[src/rtl/itch_pkg.sv]
// Shared types and constants for the MoldUDP64 frame sequencer.
package itch_pkg;

    // Why a frame was discarded.
    typedef enum logic [2:0] {
        DR_SHORT   = 3'd0,
        DR_ETYPE   = 3'd1,
        DR_PROTO   = 3'd2,
        DR_PORT    = 3'd3,
        DR_SESSION = 3'd4,
        DR_DUP     = 3'd5
    } drop_reason_e;

    typedef enum logic [2:0] {
        S_IDLE,
        S_HDR,
        S_CHECK,
        S_PAYLOAD,
        S_DROP
    } state_e;

    localparam logic [15:0] UDP_PORT_MOLD = 16'd26400;
    localparam logic [15:0] ETYPE_IPV4    = 16'h0800;
    localparam logic [7:0]  IP_PROTO_UDP  = 8'd17;
    // 66-byte header spans beats 0..8; beat 8 carries messageCount.
    localparam logic [6:0]  HDR_LAST_BEAT = 7'd8;
    localparam logic [6:0]  BEAT_CNT_MAX  = 7'd127;
    localparam logic [15:0] MSG_COUNT_HB  = 16'h0000;
    localparam logic [15:0] MSG_COUNT_EOS = 16'hFFFF;

    // Beat counter increment that sticks at its maximum.
    function automatic logic [6:0] satInc(input logic [6:0] c);
        return (c == BEAT_CNT_MAX) ? c : c + 7'd1;
    endfunction

endpackage

[src/rtl/moldudp_frame_sequencer_seq_tracker.sv]
// Session sequence-number bookkeeping: expected sequence, gap count and
// session lock. Compare results are combinational; state moves only when
// the frame sequencer strobes an accepted header.
module seq_tracker
    import itch_pkg::*;
(
    input  logic        clk,
    input  logic        rst,
    input  logic        update,
    input  logic        sessionLock,
    input  logic [79:0] sessionId,
    input  logic [63:0] seqNum,
    input  logic [15:0] msgCount,
    output logic        sessMismatch,
    output logic        seqDup,
    output logic        seqGap,
    output logic [63:0] expectedSeq,
    output logic        seqValid,
    output logic [15:0] gapCount
);

    logic [79:0] lockedSession;

    // Nothing is a duplicate or gap until the first header has been accepted.
    assign sessMismatch = sessionLock && seqValid && (sessionId != lockedSession);
    assign seqDup       = seqValid && (seqNum < expectedSeq);
    assign seqGap       = seqValid && (seqNum > expectedSeq);

    // Advance sequence state on each accepted header.
    always_ff @(posedge clk) begin
        if (rst) begin
            expectedSeq   <= '0;
            seqValid      <= 1'b0;
            gapCount      <= '0;
            lockedSession <= '0;
        end else if (update) begin
            if (seqGap && gapCount != 16'hFFFF)
                gapCount <= gapCount + 16'd1;
            // Heartbeat and end-of-session carry no messages to consume.
            if (msgCount != MSG_COUNT_HB && msgCount != MSG_COUNT_EOS)
                expectedSeq <= seqNum + {48'd0, msgCount};
            if (!seqValid)
                lockedSession <= sessionId;
            seqValid <= 1'b1;
        end
    end

endmodule

[src/rtl/moldudp_frame_sequencer.sv]
// Frame-level controller for the MoldUDP64 header parser: counts beats,
// validates parsed header fields in a one-cycle CHECK slot, tracks
// sequence numbers and forwards accepted payload beats.
module moldudp_frame_sequencer
    import itch_pkg::*;
#(
    parameter logic [15:0] CFG_UDP_PORT = UDP_PORT_MOLD,
    parameter logic [15:0] CFG_ETYPE    = ETYPE_IPV4
) (
    input  logic        clk,
    input  logic        rst,
    input  logic [63:0] rx_data_net,
    input  logic        rx_valid,
    input  logic        rx_last,
    output logic        rx_ready,
    output logic [6:0]  counterOut,
    input  logic [15:0] eType_out,
    input  logic [7:0]  protocol_out,
    input  logic [15:0] destPort_out,
    input  logic [79:0] sessionID_out,
    input  logic [63:0] sequenceNumber_out,
    input  logic [15:0] messageCount_out,
    input  logic        session_lock,
    output logic        pkt_accept,
    output logic        pkt_drop,
    output logic [2:0]  drop_reason,
    output logic        gap_detected,
    output logic [15:0] gap_count,
    output logic [63:0] expected_seq,
    output logic        end_of_session,
    output logic [63:0] payload_data,
    output logic        payload_valid,
    output logic        payload_first,
    output logic        payload_last
);

    state_e       state;
    logic [63:0]  holdData;
    logic         holdLast;
    logic         beatAcc;
    logic         failAny;
    drop_reason_e failReason;
    logic         sessMismatch;
    logic         seqDup;
    logic         seqGap;
    logic         seqValid;
    logic         seqUpdate;
    logic         countNormal;

    // The only stall is the single header-check cycle.
    assign rx_ready    = (state != S_CHECK);
    assign beatAcc     = rx_valid && rx_ready;
    assign countNormal = (messageCount_out != MSG_COUNT_HB) &&
                         (messageCount_out != MSG_COUNT_EOS);
    assign seqUpdate   = (state == S_CHECK) && !failAny;

    // Header checks in priority order; first failure names the reason.
    always_comb begin
        failAny    = 1'b1;
        failReason = DR_ETYPE;
        if (eType_out != CFG_ETYPE)             failReason = DR_ETYPE;
        else if (protocol_out != IP_PROTO_UDP)  failReason = DR_PROTO;
        else if (destPort_out != CFG_UDP_PORT)  failReason = DR_PORT;
        else if (sessMismatch)                  failReason = DR_SESSION;
        else if (seqDup)                        failReason = DR_DUP;
        else                                    failAny    = 1'b0;
    end

    seq_tracker uTracker (
        .clk         (clk),
        .rst         (rst),
        .update      (seqUpdate),
        .sessionLock (session_lock),
        .sessionId   (sessionID_out),
        .seqNum      (sequenceNumber_out),
        .msgCount    (messageCount_out),
        .sessMismatch(sessMismatch),
        .seqDup      (seqDup),
        .seqGap      (seqGap),
        .expectedSeq (expected_seq),
        .seqValid    (seqValid),
        .gapCount    (gap_count)
    );

    // Frame FSM with registered pulses, beat counter and payload stream.
    always_ff @(posedge clk) begin
        if (rst) begin
            state          <= S_IDLE;
            counterOut     <= '0;
            holdData       <= '0;
            holdLast       <= 1'b0;
            pkt_accept     <= 1'b0;
            pkt_drop       <= 1'b0;
            drop_reason    <= DR_SHORT;
            gap_detected   <= 1'b0;
            end_of_session <= 1'b0;
            payload_data   <= '0;
            payload_valid  <= 1'b0;
            payload_first  <= 1'b0;
            payload_last   <= 1'b0;
        end else begin
            pkt_accept    <= 1'b0;
            pkt_drop      <= 1'b0;
            gap_detected  <= 1'b0;
            payload_valid <= 1'b0;
            payload_first <= 1'b0;
            payload_last  <= 1'b0;
            case (state)
                S_IDLE, S_HDR: begin
                    if (beatAcc) begin
                        if (counterOut == HDR_LAST_BEAT) begin
                            // Beat 8 holds both the tail of the header and
                            // the start of payload; park it across CHECK.
                            holdData   <= rx_data_net;
                            holdLast   <= rx_last;
                            counterOut <= satInc(counterOut);
                            state      <= S_CHECK;
                        end else if (rx_last) begin
                            pkt_drop    <= 1'b1;
                            drop_reason <= DR_SHORT;
                            counterOut  <= '0;
                            state       <= S_IDLE;
                        end else begin
                            counterOut <= satInc(counterOut);
                            state      <= S_HDR;
                        end
                    end
                end
                S_CHECK: begin
                    if (failAny) begin
                        pkt_drop    <= 1'b1;
                        drop_reason <= failReason;
                        state       <= holdLast ? S_IDLE : S_DROP;
                    end else begin
                        pkt_accept   <= 1'b1;
                        gap_detected <= seqGap;
                        if (messageCount_out == MSG_COUNT_EOS)
                            end_of_session <= 1'b1;
                        if (countNormal) begin
                            payload_valid <= 1'b1;
                            payload_data  <= holdData;
                            payload_first <= 1'b1;
                            payload_last  <= holdLast;
                            state         <= holdLast ? S_IDLE : S_PAYLOAD;
                        end else begin
                            state <= holdLast ? S_IDLE : S_DROP;
                        end
                    end
                    if (holdLast)
                        counterOut <= '0;
                end
                S_PAYLOAD: begin
                    if (beatAcc) begin
                        payload_valid <= 1'b1;
                        payload_data  <= rx_data_net;
                        payload_last  <= rx_last;
                        if (rx_last) begin
                            counterOut <= '0;
                            state      <= S_IDLE;
                        end else begin
                            counterOut <= satInc(counterOut);
                        end
                    end
                end
                S_DROP: begin
                    if (beatAcc) begin
                        if (rx_last) begin
                            counterOut <= '0;
                            state      <= S_IDLE;
                        end else begin
                            counterOut <= satInc(counterOut);
                        end
                    end
                end
                default: state <= S_IDLE;
            endcase
        end
    end

endmodule
[config.mk]
export PLATFORM = sky130hd
export DESIGN_NAME = moldudp_frame_sequencer
export DESIGN_NICKNAME = d
export VERILOG_FILES = /design/src/rtl/itch_pkg.sv /design/src/rtl/moldudp_frame_sequencer_seq_tracker.sv /design/src/rtl/moldudp_frame_sequencer.sv
export SDC_FILE = /design/constraint.sdc
export NUM_CORES = 1
export LEC_CHECK = 0
export BUFFER_PORTS_ARGS = -buffer_cell sky130_fd_sc_hd__buf_2
export CAP_MARGIN = 20
export CORE_MARGIN = 8
export CORE_UTILIZATION = 54
export CTS_BUF_LIST = sky130_fd_sc_hd__clkbuf_16
export CTS_CLUSTER_SIZE = 24
export DETAILED_ROUTE_END_ITERATION = 16
export PLACE_DENSITY = 0.87
export SETUP_SLACK_MARGIN = 0.5
export SKIP_CTS_REPAIR_TIMING = 1
export SLEW_MARGIN = 10
export SYNTH_ARGS = -nofsm -noshare
export SYNTH_HDL_FRONTEND = slang
export SYNTH_SLANG_ARGS = --single-unit
[constraint.sdc]
create_clock -name clk -period 4.1 [get_ports clk]
set_clock_uncertainty 0.2 [all_clocks]
set_input_delay 1.025 -clock clk [delete_from_list [all_inputs] [get_ports clk]]
set_output_delay 1.025 -clock clk [all_outputs]
set_load 0.1 [all_outputs]
==> qor_table.md, run 1 <==
| Item | Reported | Unit |
|---|---|---|
| Vias in the first global route | 17400 | - |
| First DRT Iteration DRCs | 1371 | - |
| Type of element launching the critical path | input port | - |
| Global-route usage over all layers | 28.6 | % |
| Height of the chip | 196 | um |
| Achievable Freq | 273 | MHz |
| Result of the run | complete, no violations | - |
| Area growth syn-to-layout | 25.5 | % |
| TritonCTS clock tree | done | - |
| Std-Cell Core Area | 31600 | um2 |
| Final weighted congestion in routability-driven placement | 0.968 | - |
| Critical path class | input port to flip-flop | - |
| Number of failing setup endpoints in the final timing report | 0 | - |
| Worst setup EP type | flip-flop | - |
| Number of max-capacitance violations reported | 0 | - |
| Maximum number of pins on one net before global-route repair | 182 | - |
| Later-pin clock latency in the skew report | 0.51 | ns |
| Clk slew on worst S/H paths | 0.06 | ns |
| Primary FF master, synth | dfxtp_1 | - |
| Via density per instance | 5.89 | - |
| Synthesized instance count | 2100 | - |
| Post-Syn Nets | 2453 | - |
| Wire length of the first global-routing pass | 90500 | um |
| Clock Tree Buf Depth | 3 | - |
| Avg Inst Size Synth | 8.29 | um2 |
| Tmin final | 3.66 | ns |
| Count of flip-flops with a built-in enable after synthesis | 0 | - |
| X dimension of the die | 196 | um |
| Actual transition at the worst max-transition pin | 1.17 | ns |
| Layout net count | 2885 | - |
| Boundary Pins | 431 | - |
| Fraction of synthesized cell area taken by the top area cell type | 35.6 | % |
| Initial antenna violation count | 21 | - |
| Total DRC errors in the routed layout | 0 | - |
| Headroom to the max-slew limit | 22.3 | % |
| Via count | 17500 | - |
| Layout cell share with drive strength beyond 1 | 27.8 | % |
| Dpl hpwl | 43300 | um |
| Power consumption | 6.59 | mW |
| Initial standard-cell utilization of the core | 55.0 | % |
| Placed Cells incl. Taps | 2890 | - |
| Final hold vios | 0 | - |
| CTS Root Buffer Type | clkbuf_16 | - |
| Dominant cells by area after synthesis | dfxtp_1 (36%), nand2_1 (7.8%), a21oi_1 (6.2%), ha_1 (6.0%), xor2_1 (5.4%) | - |
| Required time of the worst setup path | 4.29 | ns |
| Count of standard-cell rows | 65 | - |
| IR drop worst, VDD | 330 | uV |
| Worst hold-check slack | 0.255 | ns |
| Total congestion overflow | 0 | - |
| Pre-Repair DR Iteration Count | 5 | - |
| R2R Setup Slk | 0.66 | ns |
| TritonCTS Buffers | 34 | - |
| I/O Buffers | 430 | - |
| Area leader, netlist | dfxtp_1 | - |
| Pwr/cell area | 301 | nW/um2 |
| Post-route antenna net violation count | 0 | - |
| Leakage | 9.57 | nW |
| Max Fanout on Critical Path | 16 | - |
| Synthesis warning total | 0 | - |
| Worst hold path type | flip-flop to flip-flop | - |
| WL/cell | 19.8 | um |
| Share of the yosys chip area belonging to registers | 35.6 | % |
| Fin crit share | 89.4 | % |
| Setup repair after global routing missed its margin | yes | - |
| Number of distinct library cell variants in the gate-level netlist after synthesis | 73 | - |
| Arrival time at the worst endpoint | 3.86 | ns |
| Area of the die | 38300 | um2 |
| H-tree Lvls | 2 | - |
| Flip-flop and latch count after synthesis | 310 | - |
| Mapped Area | 17400 | um2 |
| Post-Route WL | 58800 | um |
| FFs w/ async S/R, synth | 0 | % |
| Filler Cells Inserted | 2388 | - |
| Number of standard cells in the final layout excluding fillers | 2976 | - |
| Final-layout setup total negative slack | 0 | ns |
| Clock sinks | 310 | - |
| Number of max-slew violations in the final report | 0 | - |
[worst paths after layout]
path | start | endpoint | depth (start not counted)
worst min register to register | holdData[10]$_SDFFE_PP0P_ | holdData[10]$_SDFFE_PP0P_ | 2
worst max register to register | uTracker.expectedSeq[10]$_SDFFE_PP0P_ | payload_data[47]$_SDFFE_PP0P_ | 12
worst min-delay path | holdData[10]$_SDFFE_PP0P_ | holdData[10]$_SDFFE_PP0P_ | 2
worst max-delay path | sequenceNumber_out[10] | payload_data[47]$_SDFFE_PP0P_ | 12
[report_power, final]
group / internal [mW] / leakage, nW / switching (mW)
Combinational: 0.272 / 6.53 / 0.382
Sequential: 3.01 / 2.51 / 0.00408
Clock: 1.68 / 0.534 / 1.24
[cells in the mapped netlist, drive strengths merged (56+ instances only)]
cell type / instances
a21oi: 217
ha: 83
dfxtp: 310
nor2b: 80
inv: 85
mux2: 72
mux2i: 65
nor2: 123
xor2: 108
nand2: 364
clkbuf: 101
a211oi: 56
[placed cells by master (no fill, tap or decap), types with 70 or more instances in the layout]
master	Yosys	final
buf_2	7	429
nor2b_1	79	79
ha_1	83	70
nand2_1	364	362
a21oi_1	217	212
dfxtp_1	310	286
inv_1	85	91
nor2_1	123	121
buf_4	1	73
xor2_1	108	108
[routing by layer]
layer,up-vias,wire [um],global-route usage (%)
li1,8235,-,-
met1,8204,22100,33.2
met2,883,28600,49.3
met3,195,5270,6.09
met4,8,2780,14.6
met5,-,41,0
[worst max-delay path, stage by stage]
cell and delay (ns):
buf_2 0.12, ha_1 0.28, and2_4 0.14, a221o_1 0.35, a21oi_2 0.18, nor4b_4 0.39
o2bb2ai_4 0.14, o21a_4 0.26, a31oi_4 0.25, buf_12 0.20, buf_16 0.18, mux2_4 0.32
[cell families after synthesis]
group / synth area share, %
mux: 9.45
fa+ha+maj: 6.08
simple gates: 22.1
flops: 35.6
xor+xnor: 6.84
compound gates: 14.7
buf+inv: 5.17
[sequential cells by signal, summed over array words and instances (netlist names), 3 cells and up]
| register | count |
|---|---|
| payload_data | 64 |
| state | 3 |
| holdData | 64 |
| counterOut | 7 |
| uTracker.lockedSession | 80 |
| uTracker.expectedSeq | 64 |
| drop_reason | 3 |
| uTracker.gapCount | 16 |
[per-stage QoR]
step / worst slack (ns) / utilization, % / area (um2)
3_5_place_dp: -0.267 / 64.8 / 20500
5_1_grt: 0.384 / 69.1 / 21800
2_1_floorplan: 0.461 / - / 17600
6_report: 0.436 / 69.1 / 21900
3_3_place_gp: -0.187 / 64.8 / 20500
4_1_cts: 0.252 / 68.2 / 21600
[final cells by class]
class                      count  area (um2)  area share (%)
sequential                   310        6240            28.5
clock inverter                24         180           0.824
inverter                      85         319            1.46
tap                          402         503            2.30
antenna                       19        47.5           0.218
timing repair buffer         521        3060            14.0
clock buffer                  35         876            4.01
multi-input combinational   1580       10600            48.7
No activity file was read; power rests on OpenSTA's default activity.
==> inputs of run 2 (changes only) <==
Settings changed: ABC_AREA set to 1.
==> qor_table.md, run 2 <==
| Item | Reported | Unit | vs previous |
|---|---|---|---|
| Boundary Pins | 431 | - | unchanged |
| Clk slew on worst S/H paths | 0.06 | ns | about the same |
| Required time of the worst setup path | 4.32 | ns | +0.03 ns |
| Arrival time at the worst endpoint | 3.62 | ns | -0.24 ns |
| Power consumption | 6.72 | mW | +2.0% |
| Max Fanout on Critical Path | 54 | - | +38 |
| Most used cells in the layout excluding fill and tap cells | nand2_1 (489), buf_2 (429), inv_1 (377) | - |  |
| Vias in the first global route | 17600 | - | +1.5% |
| Family of cells with the greatest summed delay on the critical path | simple AND/OR/NAND/NOR gates | - |  |
| Pre-Repair DR Iteration Count | 5 | - | unchanged |
| CTS Root Buffer Type | clkbuf_16 | - |  |
| Layout net count | 3295 | - | +14% |
| Simple-Gate Fraction of Synth Area | 25.3 | % | +3.1 points |
| Dpl hpwl | 42600 | um | -1.6% |
| CP max-delay cell | ha_1 | - |  |
| Synthesized instance count | 2557 | - | +22% |
| TritonCTS clock tree | done | - |  |
| Height of the chip | 195 | um | -0.28% |
| Wire length of the first global-routing pass | 88100 | um | -2.7% |
| IR drop worst, VDD | 295 | uV | -11% |
| Avg Inst Size Synth | 6.77 | um2 | -18% |
| I/O Buffers | 430 | - | unchanged |
| Most used standard cells in the synthesized netlist | nand2_1 (490), inv_1 (373), dfxtp_1 (310) | - |  |
| Register ranked first by flip-flop count | uTracker.lockedSession | - |  |
| Total congestion overflow | 0 | - | unchanged |
| Worst hold-check slack | 0.255 | ns | -0.000643 ns |
| Headroom to the max-slew limit | 35.9 | % | +14 points |
| Post-route antenna net violation count | 0 | - | unchanged |
| Number of max-capacitance violations reported | 0 | - | unchanged |
| TritonCTS Buffers | 35 | - | +2.9% |
| Post-Route WL | 56100 | um | -4.6% |
| Via density per instance | 5.43 | - | -7.7% |
| Area growth syn-to-layout | 21.0 | % |  |
| Count of standard-cell rows | 65 | - | unchanged |
| Post-route standard cell area excluding fillers | 20900 | um2 | -4.2% |
| Worst hold path type | flip-flop to flip-flop | - |  |
| Critical Path, Cell by Cell | buf_2 -> ha_1 -> nand2_1 -> inv_1 -> nand2_1 -> nand2_1 -> nand2_1 -> nand3_1 -> a21oi_1 -> nand2_1 -> nand2_1 -> nand3_2 -> nand3_4 -> nor2_4 -> inv_4 -> buf_12 -> nand3_1 -> a21oi_1 | - |  |
| Tmin final | 3.40 | ns | -0.266 ns |
| Pwr/cell area | 321 | nW/um2 | +6.5% |
| Std-Cell Core Area | 31600 | um2 | -0.26% |
| Number of max-slew violations in the final report | 0 | - | unchanged |
| Final core utilization | 66.4 | % | -2.7 points |
| Total DRC errors in the routed layout | 0 | - | unchanged |
| Dominant cells by area after synthesis | dfxtp_1 (36%), nand2_1 (11%), inv_1 (8.1%), a21oi_1 (7.0%), o21ai_0 (6.5%) | - |  |
| Maximum number of pins on one net before global-route repair | 143 | - | -21% |
| Number of standard cells in the final layout excluding fillers | 3378 | - | +14% |
| Post-Syn Nets | 2910 | - | +19% |
| Fin crit share | 82.9 | % | -6.5 points |
| Initial standard-cell utilization of the core | 54.9 | % | -0.19 points |
| Achievable Freq | 294 | MHz | +7.8% |
| Worst Slack Setup Final | 0.702 | ns | +0.266 ns |
| Via count | 18400 | - | +4.7% |
| First DRT Iteration DRCs | 1215 | - | -11% |
| Most used cell along the critical path | nand2_1 | - |  |
| Longest individual stage delay on the worst path | 0.31 | ns | -0.08 ns |
| Final weighted congestion in routability-driven placement | 0.968 | - | about the same |
| Post-detailed-placement cell area | 19800 | um2 | -3.5% |
| Result of the run | complete, no violations | - |  |
| Most common cell in the netlist | nand2_1 | - |  |
| Clock sinks | 310 | - | unchanged |
| Leakage | 9.59 | nW | +0.23% |
| Area leader, netlist | dfxtp_1 | - |  |
| WL/cell | 16.6 | um | -16% |
| Clock Tree Buf Depth | 3 | - | unchanged |
| Post-Synth Adder-Cell Area | 6.11 | % | +0.036 points |
| Later-pin clock latency in the skew report | 0.51 | ns | about the same |
| X dimension of the die | 195 | um | -0.28% |
| Primary FF master, synth | dfxtp_1 | - |  |
| Final hold vios | 0 | - | unchanged |
| Setup repair after global routing missed its margin | no | - |  |
| Share of the yosys chip area belonging to registers | 35.9 | % | +0.21 points |
| Initial antenna violation count | 11 | - | -48% |
| Number of distinct library cell variants in the gate-level netlist after synthesis | 47 | - | -36% |
| Flip-flop count of the largest register after layout | 80 | - | unchanged |
| Type of element launching the critical path | input port | - |  |
| Number of failing setup endpoints in the final timing report | 0 | - | unchanged |
| Flip-flop and latch count after synthesis | 310 | - | unchanged |
| Area of the die | 38000 | um2 | -0.55% |
| FFs w/ async S/R, synth | 0 | % | unchanged |
| Proportion of synthesized area in mux cells | 0 | % | -9.4 points |
| Filler Cells Inserted | 2711 | - | +14% |
| Post-placement worst setup slack | 0.180 | ns | +0.447 ns |
| Layout cell share with drive strength beyond 1 | 18.1 | % | -9.7 points |
| Parity-gate share of the synthesized area counting xor and xnor cells | 3.19 | % | -3.7 points |
| H-tree Lvls | 2 | - | unchanged |
| Mapped Area | 17300 | um2 | -0.60% |
| Worst setup EP type | flip-flop | - |  |
| Worst Path Buf+Inv | 4 | - | +1 |
| Global-route usage over all layers | 27.7 | % | -0.89 points |
| Combinational family with the most area after synthesis | simple AND/OR/NAND/NOR gates | - |  |
| Synthesized-area fraction occupied by ao, oa, aoi and oai cells | 18.1 | % | +3.4 points |
| Most common library cell in the layout ignoring fill and taps | nand2_1 | - |  |
| Synthesis warning total | 0 | - | unchanged |
| Placed Cells incl. Taps | 3305 | - | +14% |
| Final-layout setup total negative slack | 0 | ns | unchanged |
| Critical path class | input port to flip-flop | - |  |
| Count of flip-flops with a built-in enable after synthesis | 0 | - | unchanged |
| Fraction of synthesized cell area taken by the top area cell type | 35.9 | % | +0.21 points |
| Actual transition at the worst max-transition pin | 0.956 | ns | -0.210 ns |
-- run 2: cell count changes after synthesis, sizes merged, moves of 79 or more --
cell / previous run / this run
o21ai: 41 / 248
xor2: 108 / 29
nand2: 364 / 491
nor2: 123 / 290
inv: 85 / 381
nor2b: 80 / 0
-- run 2: metal layers --
metal,global-route usage [%],up-vias,wire length (um)
li1,-,9150,-
met1,33.0,8288,22700
met2,45.7,759,25600
met3,6.96,152,4750
met4,14.9,2,2990
met5,0,-,10
-- run 2: final cells by class --
class	count	area [um2]	area share (%)
timing repair buffer	460	2540	12.1
multi-input combinational	1754	9140	43.7
antenna	11	27.5	0.131
clock inverter	25	215	1.03
tap	402	503	2.40
clock buffer	35	876	4.18
inverter	381	1440	6.85
sequential	310	6210	29.6
-- run 2: cell families (layout without fill, tap and decap cells) --
group           Yosys count  after routing
buf+inv                 494            901
simple gates           1026           1027
xor+xnor                 63             63
flops                   310            310
compound gates          580            580
fa+ha+maj                84             84
other cells               0             11
-- run 2: power breakdown --
group          leakage (nW)  switching, mW  total, mW  internal, mW
logic                  6.54          0.397      0.649         0.252
clock network         0.555           1.25       3.05          1.80
registers              2.50        0.00226       3.02          3.01
total                  9.59           1.65       6.72          5.07
-- run 2: tightest hold or removal path, delay by kind of cell, from the launching register on --
kind	cells	cell delay, ns
flops	1	0.32
simple gates	1	0.05
compound gates	1	0.05
-- run 2: final timing paths --
kind	cells past startpoint	slack, ns	start	end
max	18	0.70	sequenceNumber_out[19]	payload_data[31]$_SDFFE_PP0P_
max reg2reg	16	0.95	uTracker.expectedSeq[57]$_SDFFE_PP0P_	payload_data[31]$_SDFFE_PP0P_
min	2	0.25	end_of_session$_SDFFE_PP0P_	end_of_session$_SDFFE_PP0P_
min reg2reg	2	0.25	end_of_session$_SDFFE_PP0P_	end_of_session$_SDFFE_PP0P_
==> inputs of run 3 (changes only) <==
Settings changed: CORE_UTILIZATION 54 to 49, PLACE_DENSITY 0.87 to 0.83.
Clock period 4.1 ns to 3.05 ns, I/O delays scaled along.
==> qor_table.md, run 3 (synthesis gave the netlist of run 2 again) <==
| Item | Reported | Unit | vs previous |
|---|---|---|---|
| Result of the run | finished, violations left | - |  |
| Failing checks | setup timing | - |  |
| Register ranked first by flip-flop count | uTracker.lockedSession | - |  |
| Most used cells in the layout excluding fill and tap cells | nand2_1 (454), buf_2 (427), inv_1 (365) | - |  |
| Actual transition at the worst max-transition pin | 0.879 | ns | -0.0768 ns |
| First DRT Iteration DRCs | 1588 | - | +31% |
| Std-Cell Core Area | 35100 | um2 | +11% |
| CTS Root Buffer Type | clkbuf_16 | - |  |
| Clock sinks | 310 | - | unchanged |
| IR drop worst, VDD | 390 | uV | +32% |
| Final core utilization | 73.1 | % | +6.8 points |
| Post-Route WL | 70100 | um | +25% |
| Via density per instance | 5.63 | - | +3.7% |
| Initial antenna violation count | 2 | - | -9 |
| Number of max-capacitance violations reported | 0 | - | unchanged |
| Initial standard-cell utilization of the core | 49.3 | % | -5.6 points |
| Achievable Freq | 326 | MHz |  |
| Post-placement worst setup slack | -0.342 | ns | -0.522 ns |
| Max Fanout on Critical Path | 7 | - | -87% |
| TritonCTS Buffers | 35 | - | unchanged |
| Area of combinational cells with multiple inputs | 11000 | um2 | +20% |
| Wire length of the first global-routing pass | 93000 | um | +5.6% |
| Area of the die | 41600 | um2 | +9.4% |
| Worst Slack Setup Final | -0.0221 | ns | -0.724 ns |
| Fin crit share | 101 | % |  |
| WL/cell | 19.0 | um | +14% |
| Post-route antenna net violation count | 0 | - | unchanged |
| Flip-flop count of the largest register after layout | 80 | - | unchanged |
| Headroom to the max-slew limit | 41.4 | % | +5.5 points |
| Tmin final | 3.07 | ns |  |
| Arrival time at the worst endpoint | 3.28 | ns | -0.34 ns |
| Later-pin clock latency in the skew report | 0.54 | ns | +0.03 ns |
| Area growth syn-to-layout | 48.4 | % |  |
| Layout net count | 3559 | - | +8.0% |
| Worst hold path type | flip-flop to flip-flop | - |  |
| Placed Cells incl. Taps | 3559 | - | +7.7% |
| Number of failing setup endpoints in the final timing report | 2 | - | +2 |
| TritonCTS clock tree | done | - |  |
| H-tree Lvls | 2 | - | unchanged |
| Count of standard-cell rows | 69 | - | +6.2% |
| Layout cell share with drive strength beyond 1 | 37.2 | % | +19 points |
| X dimension of the die | 204 | um | +4.6% |
| Type of element launching the critical path | flip-flop | - |  |
| Filler Cells Inserted | 2401 | - | -11% |
| Final-layout setup total negative slack | -0.0308 | ns | -0.0308 ns |
| Worst setup EP type | flip-flop | - |  |
| Total congestion overflow | 0 | - | unchanged |
| Boundary Pins | 431 | - | unchanged |
| Total DRC errors in the routed layout | 0 | - | unchanged |
| Critical path class | flip-flop to flip-flop | - |  |
| Clock Tree Buf Depth | 3 | - | unchanged |
| Via count | 20800 | - | +13% |
| Maximum number of pins on one net before global-route repair | 131 | - | -8.4% |
| Area of all sequential standard cells | 6330 | um2 | +1.9% |
| Dpl hpwl | 45500 | um | +6.7% |
| Most common library cell in the layout ignoring fill and taps | nand2_1 | - |  |
| Height of the chip | 204 | um | +4.6% |
| Required time of the worst setup path | 3.25 | ns | -1.07 ns |
| Number of standard cells in the final layout excluding fillers | 3695 | - | +9.4% |
| Pwr/cell area | 364 | nW/um2 | +14% |
| Vias in the first global route | 18900 | - | +7.3% |
| Final weighted congestion in routability-driven placement | 0.928 | - | -4.1% |
| Number of max-slew violations in the final report | 0 | - | unchanged |
| Pre-Repair DR Iteration Count | 5 | - | unchanged |
| Leakage | 11.5 | nW | +20% |
| Final hold vios | 0 | - | unchanged |
| Global-route usage over all layers | 26.8 | % | -0.95 points |
| Setup repair after global routing missed its margin | yes | - |  |
| Clk slew on worst S/H paths | 0.06 | ns | about the same |
| I/O Buffers | 430 | - | unchanged |
[run 3: worst paths after layout]
kind              depth (start not counted)  slack, ns                                     to                                   from
hold / removal                            1       0.27             counterOut[0]$_SDFFE_PP0P_             counterOut[0]$_SDFFE_PP0P_
setup / recovery                         16      -0.02  uTracker.expectedSeq[63]$_SDFFE_PP0P_  uTracker.expectedSeq[53]$_SDFFE_PP0P_
hold reg to reg                           1       0.27             counterOut[0]$_SDFFE_PP0P_             counterOut[0]$_SDFFE_PP0P_
setup reg to reg                         16      -0.02  uTracker.expectedSeq[63]$_SDFFE_PP0P_  uTracker.expectedSeq[53]$_SDFFE_PP0P_
[run 3: cell type report]
cell class	count	area share, %
Clock inverter	27	0.833
Timing Repair Buffer	724	20.6
Multi-Input combinational cell	1754	42.6
Tap cell	461	2.24
Antenna cell	3	0.0292
Inverter	381	5.65
Sequential cell	310	24.6
Clock buffer	35	3.41
[run 3: power by group]
part / switching [mW] / internal [mW] / total [mW]
clock network: 1.78 / 2.28 / 4.06
registers: 0.00322 / 4.04 / 4.04
logic: 0.717 / 0.544 / 1.26
[run 3: metrics by stage]
stage	cell area, um2	power (mW)	hold WS [ns]
floorplan	18100	4.64	0.257
global placement	22000	5.20	0.240
detailed placement	22000	5.23	0.253
CTS	23000	9.25	0.266
global route	25700	9.68	0.282
finish	25700	9.36	0.266
[run 3: worst max-delay path, cell delays in order (launching register included)]
cell and delay (ns):
dfxtp_2 0.37, inv_1 0.06, ha_1 0.31, a21oi_1 0.20
o21a_1 0.16, nand2_1 0.08, nand2_1 0.09, nand2_1 0.11
a21oi_4 0.23, nand3_4 0.12, nand3_4 0.11, nor2_4 0.08
buf_6 0.15, clkbuf_16 0.17, buf_6 0.13, o21ai_0 0.30
a21oi_1 0.08
[run 3: metal layers]
| layer | wire length, um | part of all wire, % | vias up | track usage (%) |
|---|---|---|---|---|
| met5 | 22 | 0.031 | - | 0 |
| met4 | 3880 | 5.5 | 4 | 9.82 |
| met3 | 6600 | 9.4 | 318 | 5.74 |
| met2 | 33600 | 48 | 1206 | 46.6 |
| met1 | 26100 | 37 | 9615 | 32.2 |
| li1 | - | - | 9667 | - |
